`src/rtl/mem_arbiter_if.sv`:
```
// Cache-side and memory-side signals of the icache/dcache memory arbiter.
// slave = arbiter view; master = caches plus memory model view.
interface mem_arbiter_if #(
  parameter int ADDR_W  = 32,
  parameter int BLOCK_W = 256
);
  logic               i_req;
  logic [ADDR_W-1:0]  i_addr;
  logic [BLOCK_W-1:0] i_rdata;
  logic               i_ack;

  logic               d_req;
  logic               d_we;
  logic [ADDR_W-1:0]  d_addr;
  logic [BLOCK_W-1:0] d_wdata;
  logic [BLOCK_W-1:0] d_rdata;
  logic               d_ack;

  logic [ADDR_W-1:0]  mem_addr;
  logic               mem_re;
  logic               mem_we;
  logic [BLOCK_W-1:0] mem_wdata;
  logic [BLOCK_W-1:0] mem_rdata;

  modport slave (
    input  i_req, i_addr, d_req, d_we, d_addr, d_wdata, mem_rdata,
    output i_rdata, i_ack, d_rdata, d_ack, mem_addr, mem_re, mem_we, mem_wdata
  );

  modport master (
    output i_req, i_addr, d_req, d_we, d_addr, d_wdata, mem_rdata,
    input  i_rdata, i_ack, d_rdata, d_ack, mem_addr, mem_re, mem_we, mem_wdata
  );
endinterface

```
`src/rtl/mem_arbiter.sv`:
```
// Shares one block memory between icache and dcache: grant, MEM_LAT strobe cycles, 1-cycle ack.
// Requesters hold req until ack; dcache wins ties unless ARB_ROUND_ROBIN_EN alternates them.
module mem_arbiter #(
  parameter int ADDR_W  = 32,
  parameter int BLOCK_W = 256,
  parameter int MEM_LAT = 4
) (
  input  logic          clk,
  input  logic          rst,
  mem_arbiter_if.slave  bus
);
  localparam int               CNT_W    = (MEM_LAT > 1) ? $clog2(MEM_LAT) : 1;
  localparam logic [CNT_W-1:0] CNT_LAST = CNT_W'(MEM_LAT - 1);

  typedef enum logic [1:0] {
    IDLE = 2'd0,
    BUSY = 2'd1,
    ACK  = 2'd2
  } state_t;

  typedef struct packed {
    logic              own_d;
    logic              we;
    logic [ADDR_W-1:0] addr;
  } xfer_t;

  state_t             state_q;
  state_t             state_d;
  xfer_t              xfer_q;
  logic [CNT_W-1:0]   cnt_q;
  logic [BLOCK_W-1:0] wdata_q;
  logic [BLOCK_W-1:0] i_rdata_q;
  logic [BLOCK_W-1:0] d_rdata_q;
  logic               start;
  logic               last_beat;
  logic               pick_d;
  logic [ADDR_W-1:0]  sel_addr;

`ifdef ARB_ROUND_ROBIN_EN
  // Last granted owner; starts as icache so the first tie goes to dcache.
  logic last_d_q;

  always_ff @(posedge clk) begin
    if (rst) begin
      last_d_q <= 1'b0;
    end else if (start) begin
      last_d_q <= pick_d;
    end
  end

  assign pick_d = bus.d_req && (!bus.i_req || !last_d_q);
`else
  assign pick_d = bus.d_req;
`endif

  assign sel_addr = pick_d ? bus.d_addr : bus.i_addr;

  always_ff @(posedge clk) begin
    if (rst) begin
      state_q <= IDLE;
    end else begin
      state_q <= state_d;
    end
  end

  always_comb begin
    state_d     = state_q;
    start       = 1'b0;
    last_beat   = 1'b0;
    bus.mem_re  = 1'b0;
    bus.mem_we  = 1'b0;
    bus.i_ack   = 1'b0;
    bus.d_ack   = 1'b0;
    case (state_q)
      IDLE: begin
        if (bus.i_req || bus.d_req) begin
          start   = 1'b1;
          state_d = BUSY;
        end
      end
      BUSY: begin
        bus.mem_re = !xfer_q.we;
        bus.mem_we = xfer_q.we;
        if (cnt_q == CNT_LAST) begin
          last_beat = 1'b1;
          state_d   = ACK;
        end
      end
      ACK: begin
        bus.i_ack = !xfer_q.own_d;
        bus.d_ack = xfer_q.own_d;
        state_d   = IDLE;
      end
      default: state_d = IDLE;
    endcase
  end

  // Request fields are latched at grant so later changes on the cache side are ignored.
  always_ff @(posedge clk) begin
    if (rst) begin
      xfer_q    <= '0;
      cnt_q     <= '0;
      wdata_q   <= '0;
      i_rdata_q <= '0;
      d_rdata_q <= '0;
    end else begin
      if (start) begin
        xfer_q.own_d <= pick_d;
        xfer_q.we    <= pick_d && bus.d_we;
        xfer_q.addr  <= sel_addr & ~ADDR_W'(32'h1F);
        if (pick_d && bus.d_we) begin
          wdata_q <= bus.d_wdata;
        end
      end
      if (state_q == BUSY) begin
        cnt_q <= last_beat ? '0 : cnt_q + 1'b1;
      end
      if (last_beat && !xfer_q.we) begin
        if (xfer_q.own_d) begin
          d_rdata_q <= bus.mem_rdata;
        end else begin
          i_rdata_q <= bus.mem_rdata;
        end
      end
    end
  end

  assign bus.mem_addr  = xfer_q.addr;
  assign bus.mem_wdata = wdata_q;
  assign bus.i_rdata   = i_rdata_q;
  assign bus.d_rdata   = d_rdata_q;
endmodule

```
`src/flat_wrapper.sv`:
```
// flat-port wrapper written by rule: the top's interface ports become plain ports
module mem_arbiter_flat 
#(
  parameter int ADDR_W  = 32,
  parameter int BLOCK_W = 256,
  parameter int MEM_LAT = 4
)
  (clk, rst, bus_i_req, bus_i_addr, bus_d_req, bus_d_we, bus_d_addr, bus_d_wdata, bus_mem_rdata, bus_i_rdata, bus_i_ack, bus_d_rdata, bus_d_ack, bus_mem_addr, bus_mem_re, bus_mem_we, bus_mem_wdata);
  mem_arbiter_if #(.ADDR_W(ADDR_W), .BLOCK_W(BLOCK_W)) bus_i ();
  input  logic clk;
  input  logic rst;
  input wire logic [$bits(bus_i.i_req)-1:0] bus_i_req;
  input wire logic [$bits(bus_i.i_addr)-1:0] bus_i_addr;
  input wire logic [$bits(bus_i.d_req)-1:0] bus_d_req;
  input wire logic [$bits(bus_i.d_we)-1:0] bus_d_we;
  input wire logic [$bits(bus_i.d_addr)-1:0] bus_d_addr;
  input wire logic [$bits(bus_i.d_wdata)-1:0] bus_d_wdata;
  input wire logic [$bits(bus_i.mem_rdata)-1:0] bus_mem_rdata;
  output wire logic [$bits(bus_i.i_rdata)-1:0] bus_i_rdata;
  output wire logic [$bits(bus_i.i_ack)-1:0] bus_i_ack;
  output wire logic [$bits(bus_i.d_rdata)-1:0] bus_d_rdata;
  output wire logic [$bits(bus_i.d_ack)-1:0] bus_d_ack;
  output wire logic [$bits(bus_i.mem_addr)-1:0] bus_mem_addr;
  output wire logic [$bits(bus_i.mem_re)-1:0] bus_mem_re;
  output wire logic [$bits(bus_i.mem_we)-1:0] bus_mem_we;
  output wire logic [$bits(bus_i.mem_wdata)-1:0] bus_mem_wdata;
  assign bus_i.i_req = bus_i_req;
  assign bus_i.i_addr = bus_i_addr;
  assign bus_i.d_req = bus_d_req;
  assign bus_i.d_we = bus_d_we;
  assign bus_i.d_addr = bus_d_addr;
  assign bus_i.d_wdata = bus_d_wdata;
  assign bus_i.mem_rdata = bus_mem_rdata;
  assign bus_i_rdata = bus_i.i_rdata;
  assign bus_i_ack = bus_i.i_ack;
  assign bus_d_rdata = bus_i.d_rdata;
  assign bus_d_ack = bus_i.d_ack;
  assign bus_mem_addr = bus_i.mem_addr;
  assign bus_mem_re = bus_i.mem_re;
  assign bus_mem_we = bus_i.mem_we;
  assign bus_mem_wdata = bus_i.mem_wdata;
  mem_arbiter #(.ADDR_W(ADDR_W), .BLOCK_W(BLOCK_W), .MEM_LAT(MEM_LAT)) u_core (.clk(clk), .rst(rst), .bus(bus_i));
endmodule
```
`config.mk`:
```
export PLATFORM = sky130hd
export DESIGN_NAME = mem_arbiter_flat
export DESIGN_NICKNAME = d
export VERILOG_FILES = /design/src/rtl/mem_arbiter_if.sv /design/src/rtl/mem_arbiter.sv /design/src/flat_wrapper.sv
export SDC_FILE = /design/constraint.sdc
export NUM_CORES = 2
export LEC_CHECK = 0
export ABC_AREA = 0
export ABC_CLOCK_PERIOD_IN_PS = 4800
export CORE_AREA = 2 2 547 549
export DETAILED_ROUTE_END_ITERATION = 12
export DIE_AREA = 0 0 549 551
export SLEW_MARGIN = 20
export SYNTH_ARGS = -nofsm -noshare
export SYNTH_HDL_FRONTEND = slang
export SYNTH_SLANG_ARGS = --single-unit
export TNS_END_PERCENT = 100
```
`constraint.sdc`:
```
create_clock -name clk -period 4.8 [get_ports clk]
set_input_delay 1.2 -clock clk [delete_from_list [all_inputs] [get_ports clk]]
set_output_delay 1.2 -clock clk [all_outputs]
set_load 0.1 [all_outputs]
```
### Yosys cells after proc, flatten, opt, wreduce, memory -nomap -nowiden

Cells that the tools add are included.

| storage, ports and cells | value |
|---|---|
| RAM bits | 0 |
| input bits | 581 |
| ROM bits | 0 |
| bits in latches | 0 |
| memories | 0 |
| register bits | 801 |

| cells by class | value |
|---|---|
| magnitude comparators | 0 |
| div/mod/pow operators | 0 |
| multiply operators | 0 |
| shifts and indexed selects | 0 |
| eq/ne operators | 5 |
| reduce and logical (&&, ||, !) cells | 10 |
| $add $sub $neg | 1 |
| bitwise operators | 1 |
| multiplexer cells | 13 |

Operators with widths:

| operator | number |
|---|---|
| 32-bit 2-to-1 mux | 1 |
| 1-bit 2-to-1 mux | 8 |
| 2-bit AND reduction | 4 |
| 2-bit 2-to-1 mux | 3 |
| 2-bit == test (second input constant) | 2 |
| 2-bit by 1-bit != test with 1-bit output (second input constant) | 2 |
| 2-bit one-hot mux with 2 select lines | 1 |
| 2-bit by 1-bit adder with 2-bit output (second input constant) | 1 |
| 2-bit by 1-bit == test with 1-bit output (second input constant) | 1 |
| 1-bit logical AND | 2 |
| 1-bit zero test | 2 |
| 2-bit zero test | 1 |
| 1-bit logical OR | 1 |
| 1-bit NOT | 1 |

### Logic depth before layout (Yosys ltp)

| logic depth | value |
|---|---|
| depth after elaboration | 5 |
| gate-level depth with buffers | 7 |

### Worst setup path before layout

Ideal clock, no wire load.

| timing | value |
|---|---|
| path kind | register to output |
| from | reg u_core.state_q[1] |
| to | out bus_i_ack |
| path slack | 955 ps |
| stages on the path, launching flop included | 3 |
| buffers on the path | 1 |
| data arrival time | 2645 ps |
| cell sequence | dfxtp_1 -> buf_2 -> nor3b_1 |

| on the way | value |
|---|---|
| cells in the longest elaborated chain, start to end | 2 |

Ends and longest elaborated chain:

| item | RTL line | RTL |
|---|---|---|
| from (decl) | mem_arbiter.sv:27 | `state_t state_q;` |
| from (signal assigned) | mem_arbiter.sv:62 | `state_q <= state_d;` |
| 2-bit == test | mem_arbiter.sv:74 | `case (state_q)` |
| 1-bit 2-to-1 mux | mem_arbiter.sv:74 |  |
| to (decl) | flat_wrapper.sv:20 | `output wire logic [$bits(bus_i.i_ack)-1:0] bus_i_ack;` |

No other way between the ends.

### Final worst setup path

Same ends and word-level chain as after synthesis.

==> impl_metrics.prom <==
# TYPE chip_impl_metric gauge
chip_impl_info{name="run_status",value="complete, no violations"} 1
chip_impl_metric{name="drt_pass1_iterations",unit=""} 7
chip_impl_metric{name="antenna_found_initial",unit=""} 143
chip_impl_metric{name="post_cts_buffers",unit=""} 0
chip_impl_metric{name="layout-drive-gt1-share",unit="%"} 7.46
chip_impl_metric{name="timing.setup.tns",unit="ns"} 0
chip_impl_metric{name="global_route_wire_length_before_repair",unit="µm"} 252000
chip_impl_metric{name="cts.repair.resized",unit=""} 0
chip_impl_info{name="critical_path_source_type",value="flip-flop"} 1
chip_impl_metric{name="holdBufCountCts",unit=""} 0
chip_impl_metric{name="area.growth.synth_to_final",unit="%"} 68.0
chip_impl_info{name="reg2reg_to",value="u_core.bus.i_rdata[28]"} 1
chip_impl_info{name="worstHoldPathType",value="flip-flop to flip-flop"} 1
chip_impl_info{name="rsz0062_at_grt",value="no"} 1
chip_impl_metric{name="achievable-frequency",unit="MHz"} 250
chip_impl_metric{name="num_vias",unit=""} 28400
chip_impl_metric{name="share_of_the_yosys_chip_area_belonging_to_registers",unit="%"} 51.1
chip_impl_info{name="cts_tree",value="done"} 1
chip_impl_metric{name="finalCritPeriodShare",unit="%"} 83.5
chip_impl_metric{name="max_cap_violations",unit=""} 0
chip_impl_metric{name="chipWidth",unit="µm"} 549
chip_impl_metric{name="initial_core_util",unit="%"} 10.6
chip_impl_metric{name="tritoncts_num_sinks",unit=""} 801
chip_impl_metric{name="timing.reg2reg.worst_path_depth",unit=""} 5
chip_impl_metric{name="synth_top_cell_area_share",unit="%"} 51.1
chip_impl_info{name="ctsRootBufferMaster",value="sky130_fd_sc_hd__clkbuf_16"} 1
chip_impl_info{name="critPathCaptureType",value="output port"} 1
chip_impl_metric{name="core",unit="µm²"} 296000
chip_impl_metric{name="routed_wirelength",unit="µm"} 194000
chip_impl_info{name="hold_path.startpoint",value="u_core.bus.mem_wdata[55]"} 1
chip_impl_metric{name="netlist-cell-type-count",unit=""} 29
chip_impl_info{name="critical_path_class",value="flip-flop to output port"} 1
chip_impl_metric{name="worst_skew_late_latency",unit="ns"} 0.79
chip_impl_info{name="synth.area.top_cells",value="sky130_fd_sc_hd__dfxtp_1 51%, sky130_fd_sc_hd__mux2i_1 17%, sky130_fd_sc_hd__nand2b_1 15%"} 1
chip_impl_metric{name="setup_ws",unit="ns"} 0.793
chip_impl_metric{name="power.leakage",unit="nW"} 19.1
chip_impl_metric{name="detail_route.wl_per_cell",unit="µm"} 22.6
chip_impl_metric{name="track_usage",unit="%"} 12.1
chip_impl_metric{name="power.ir.vdd_worst",unit="µV"} 226
chip_impl_metric{name="detail_route.iter0.violations",unit=""} 1685
chip_impl_metric{name="dieHeight",unit="µm"} 551
chip_impl_metric{name="layout.filler_cells",unit=""} 33000
chip_impl_metric{name="maxSlewViolCount",unit=""} 0
chip_impl_metric{name="std_cell_rows",unit=""} 200
chip_impl_metric{name="gp_routability_congestion",unit=""} 0.942
chip_impl_info{name="top_library_cells_by_usage_in_the_layout_fill_and_taps_aside",value="1,266 x sky130_fd_sc_hd__clkdlybuf4s50_1, 801 x sky130_fd_sc_hd__dfxtp_1, 769 x sky130_fd_sc_hd__nand2b_1"} 1
chip_impl_info{name="synth_largest_area_cell",value="sky130_fd_sc_hd__dfxtp_1"} 1
chip_impl_metric{name="port-buffer-count",unit=""} 1369
chip_impl_metric{name="synth_cells",unit=""} 3240
chip_impl_metric{name="cts_htree_levels",unit=""} 3
chip_impl_metric{name="avgSynthCellArea",unit="µm²"} 9.68
chip_impl_metric{name="clkTransAtPathRegs",unit="ns"} 0.06
chip_impl_metric{name="worst_slew_margin_rel",unit="%"} 17.4
chip_impl_metric{name="total_power",unit="W"} 0.0174
chip_impl_metric{name="grt.overflow.total",unit=""} 0
chip_impl_metric{name="timing.critical_path.required",unit="ns"} 3.60
chip_impl_metric{name="detailedPlacementHpwl",unit="µm"} 162000
chip_impl_metric{name="setup-violations-final",unit=""} 0
chip_impl_metric{name="vias_per_cell",unit=""} 3.31
chip_impl_metric{name="postSynthRegisterBits",unit=""} 801
chip_impl_metric{name="post_place_worst_slack",unit="ns"} 1.09
chip_impl_metric{name="power.density",unit="nW/µm²"} 331
chip_impl_metric{name="r2r_slack",unit="ns"} 2.23
chip_impl_info{name="worst_r2r_startpoint",value="u_core.cnt_q[1]"} 1
chip_impl_metric{name="via_count_of_the_first_global_routing_pass",unit=""} 28400
chip_impl_metric{name="min_period",unit="ns"} 4.01
chip_impl_metric{name="layout.nets",unit=""} 5092
chip_impl_metric{name="cts_inserted_buffers",unit=""} 103
chip_impl_info{name="launching_instance_or_port_of_the_critical_path",value="u_core.state_q[1]"} 1
chip_impl_metric{name="drc_errors",unit=""} 0
chip_impl_metric{name="summed_instance_area_of_the_synthesized_netlist",unit="µm²"} 31400
chip_impl_metric{name="report.final.hold_viol_count",unit=""} 0
chip_impl_metric{name="worst_clock_skew",unit="ns"} 0.0541
chip_impl_metric{name="grt_start_max_net_pins",unit=""} 127
chip_impl_metric{name="ctsLongestPathBuffers",unit=""} 4
chip_impl_metric{name="crit_path_dat",unit="ns"} 2.81
chip_impl_metric{name="route.antenna.remaining_nets",unit=""} 0
chip_impl_metric{name="worst_pin_slew",unit="ns"} 1.24
chip_impl_metric{name="synth_warnings",unit=""} 0
chip_impl_metric{name="crit_path_max_fanout",unit=""} 9
chip_impl_metric{name="io_pins",unit=""} 1385
chip_impl_info{name="crit_path_end",value="bus_i_ack"} 1
chip_impl_info{name="layout_commonest_cell",value="sky130_fd_sc_hd__clkdlybuf4s50_1"} 1
chip_impl_metric{name="dieArea",unit="µm²"} 302000
-- power breakdown --
group | switching [W] | internal, W
logic | 0.00171 | 0.000859
registers | 0.0000848 | 0.00678
clock network | 0.00324 | 0.00475
total | 0.00503 | 0.0124
-- worst min-delay path by stage --
stage	to	depth (start not counted)
floorplan	u_core.cnt_q[0]	2
global placement	u_core.bus.mem_wdata[93]	2
detailed placement	u_core.bus.mem_wdata[55]	2
CTS	u_core.bus.mem_wdata[55]	2
global route	u_core.bus.mem_wdata[192]	2
finish	u_core.bus.mem_wdata[55]	2
-- cell families after synthesis --
kind of cell | count (synthesis) | share of synthesized area, %
other | 1 | 0.0120
multiplexers | 540 | 17.2
AO/OA/AOI/OAI | 316 | 5.29
flip-flops | 801 | 51.1
buffers and inverters | 279 | 4.42
adder cells (fa/ha/maj) | 1 | 0.0399
AND/OR/NAND/NOR | 1302 | 21.9
-- layout make-up --
type	count	area (µm²)	area share (%)
Antenna cell	55	138	0.261
Inverter	1	3.75	0.00712
Sequential cell	801	16000	30.4
Timing Repair Buffer	1439	14100	26.8
Multi-Input combinational cell	2164	14000	26.6
Clock buffer	143	2930	5.56
Tap cell	3939	4930	9.35
Clock inverter	39	517	0.981
-- sequential cells by signal, indices dropped and copies added, names as in the netlist --
register	count
u_core.bus.d_rdata	256
u_core.xfer_q	2
u_core.cnt_q	2
u_core.state_q	2
u_core.bus.i_rdata	256
u_core.bus.mem_wdata	256
u_core.bus.mem_addr	27
-- metrics by stage --
| stage | util (%) | hold slack (ns) | instance area [µm²] | cells |
|---|---|---|---|---|
| after global routing | 17.8 | 0.471 | 52600 | 8556 |
| after detailed placement | 16.6 | 0.446 | 49100 | 8344 |
| final | 17.8 | 0.453 | 52700 | 8581 |
| after CTS | 17.7 | 0.454 | 52600 | 8526 |
| after floorplan | - | 0.449 | 31400 | 3244 |
| after global placement | 16.6 | 0.445 | 49200 | 8344 |
-- critical path, cell delays in order (launching register included) --
cell and delay, ns:
sky130_fd_sc_hd__dfxtp_1 0.57, sky130_fd_sc_hd__nor3b_1 0.25, sky130_fd_sc_hd__clkdlybuf4s50_1 1.18
-- layer usage --
metal | routed length (µm) | GRT usage [%] | vias to the layer above | share of wire (%)
met5 | 771 | 0.360 | - | 0.40
met4 | 8940 | 4.97 | 124 | 4.6
met3 | 25600 | 7.17 | 412 | 13
met2 | 89000 | 20.0 | 1273 | 46
met1 | 69700 | 12.5 | 13400 | 36
li1 | - | - | 13200 | -
-- Yosys cell counts --
master	instances
sky130_fd_sc_hd__a211oi_1	27
sky130_fd_sc_hd__a21bo_2	1
sky130_fd_sc_hd__a21o_1	1
sky130_fd_sc_hd__a21oi_1	286
sky130_fd_sc_hd__a2bb2oi_1	1
sky130_fd_sc_hd__and2_1	1
sky130_fd_sc_hd__and3b_1	1
sky130_fd_sc_hd__and4_1	1
sky130_fd_sc_hd__buf_1	4
sky130_fd_sc_hd__buf_2	73
sky130_fd_sc_hd__buf_4	32
sky130_fd_sc_hd__buf_6	17
sky130_fd_sc_hd__clkbuf_1	152
sky130_fd_sc_hd__conb_1	1
sky130_fd_sc_hd__dfxtp_1	801
sky130_fd_sc_hd__ha_1	1
sky130_fd_sc_hd__inv_1	1
sky130_fd_sc_hd__mux2i_1	540
sky130_fd_sc_hd__nand2_1	515
sky130_fd_sc_hd__nand2b_1	769
sky130_fd_sc_hd__nand4_1	1
sky130_fd_sc_hd__nand4bb_1	1
sky130_fd_sc_hd__nor2_1	6
sky130_fd_sc_hd__nor3b_1	2
sky130_fd_sc_hd__nor4_1	1
sky130_fd_sc_hd__nor4bb_1	1
sky130_fd_sc_hd__or2_2	1
sky130_fd_sc_hd__or3_1	1
sky130_fd_sc_hd__or4_1	1
(Power assumes the default switching activity.)
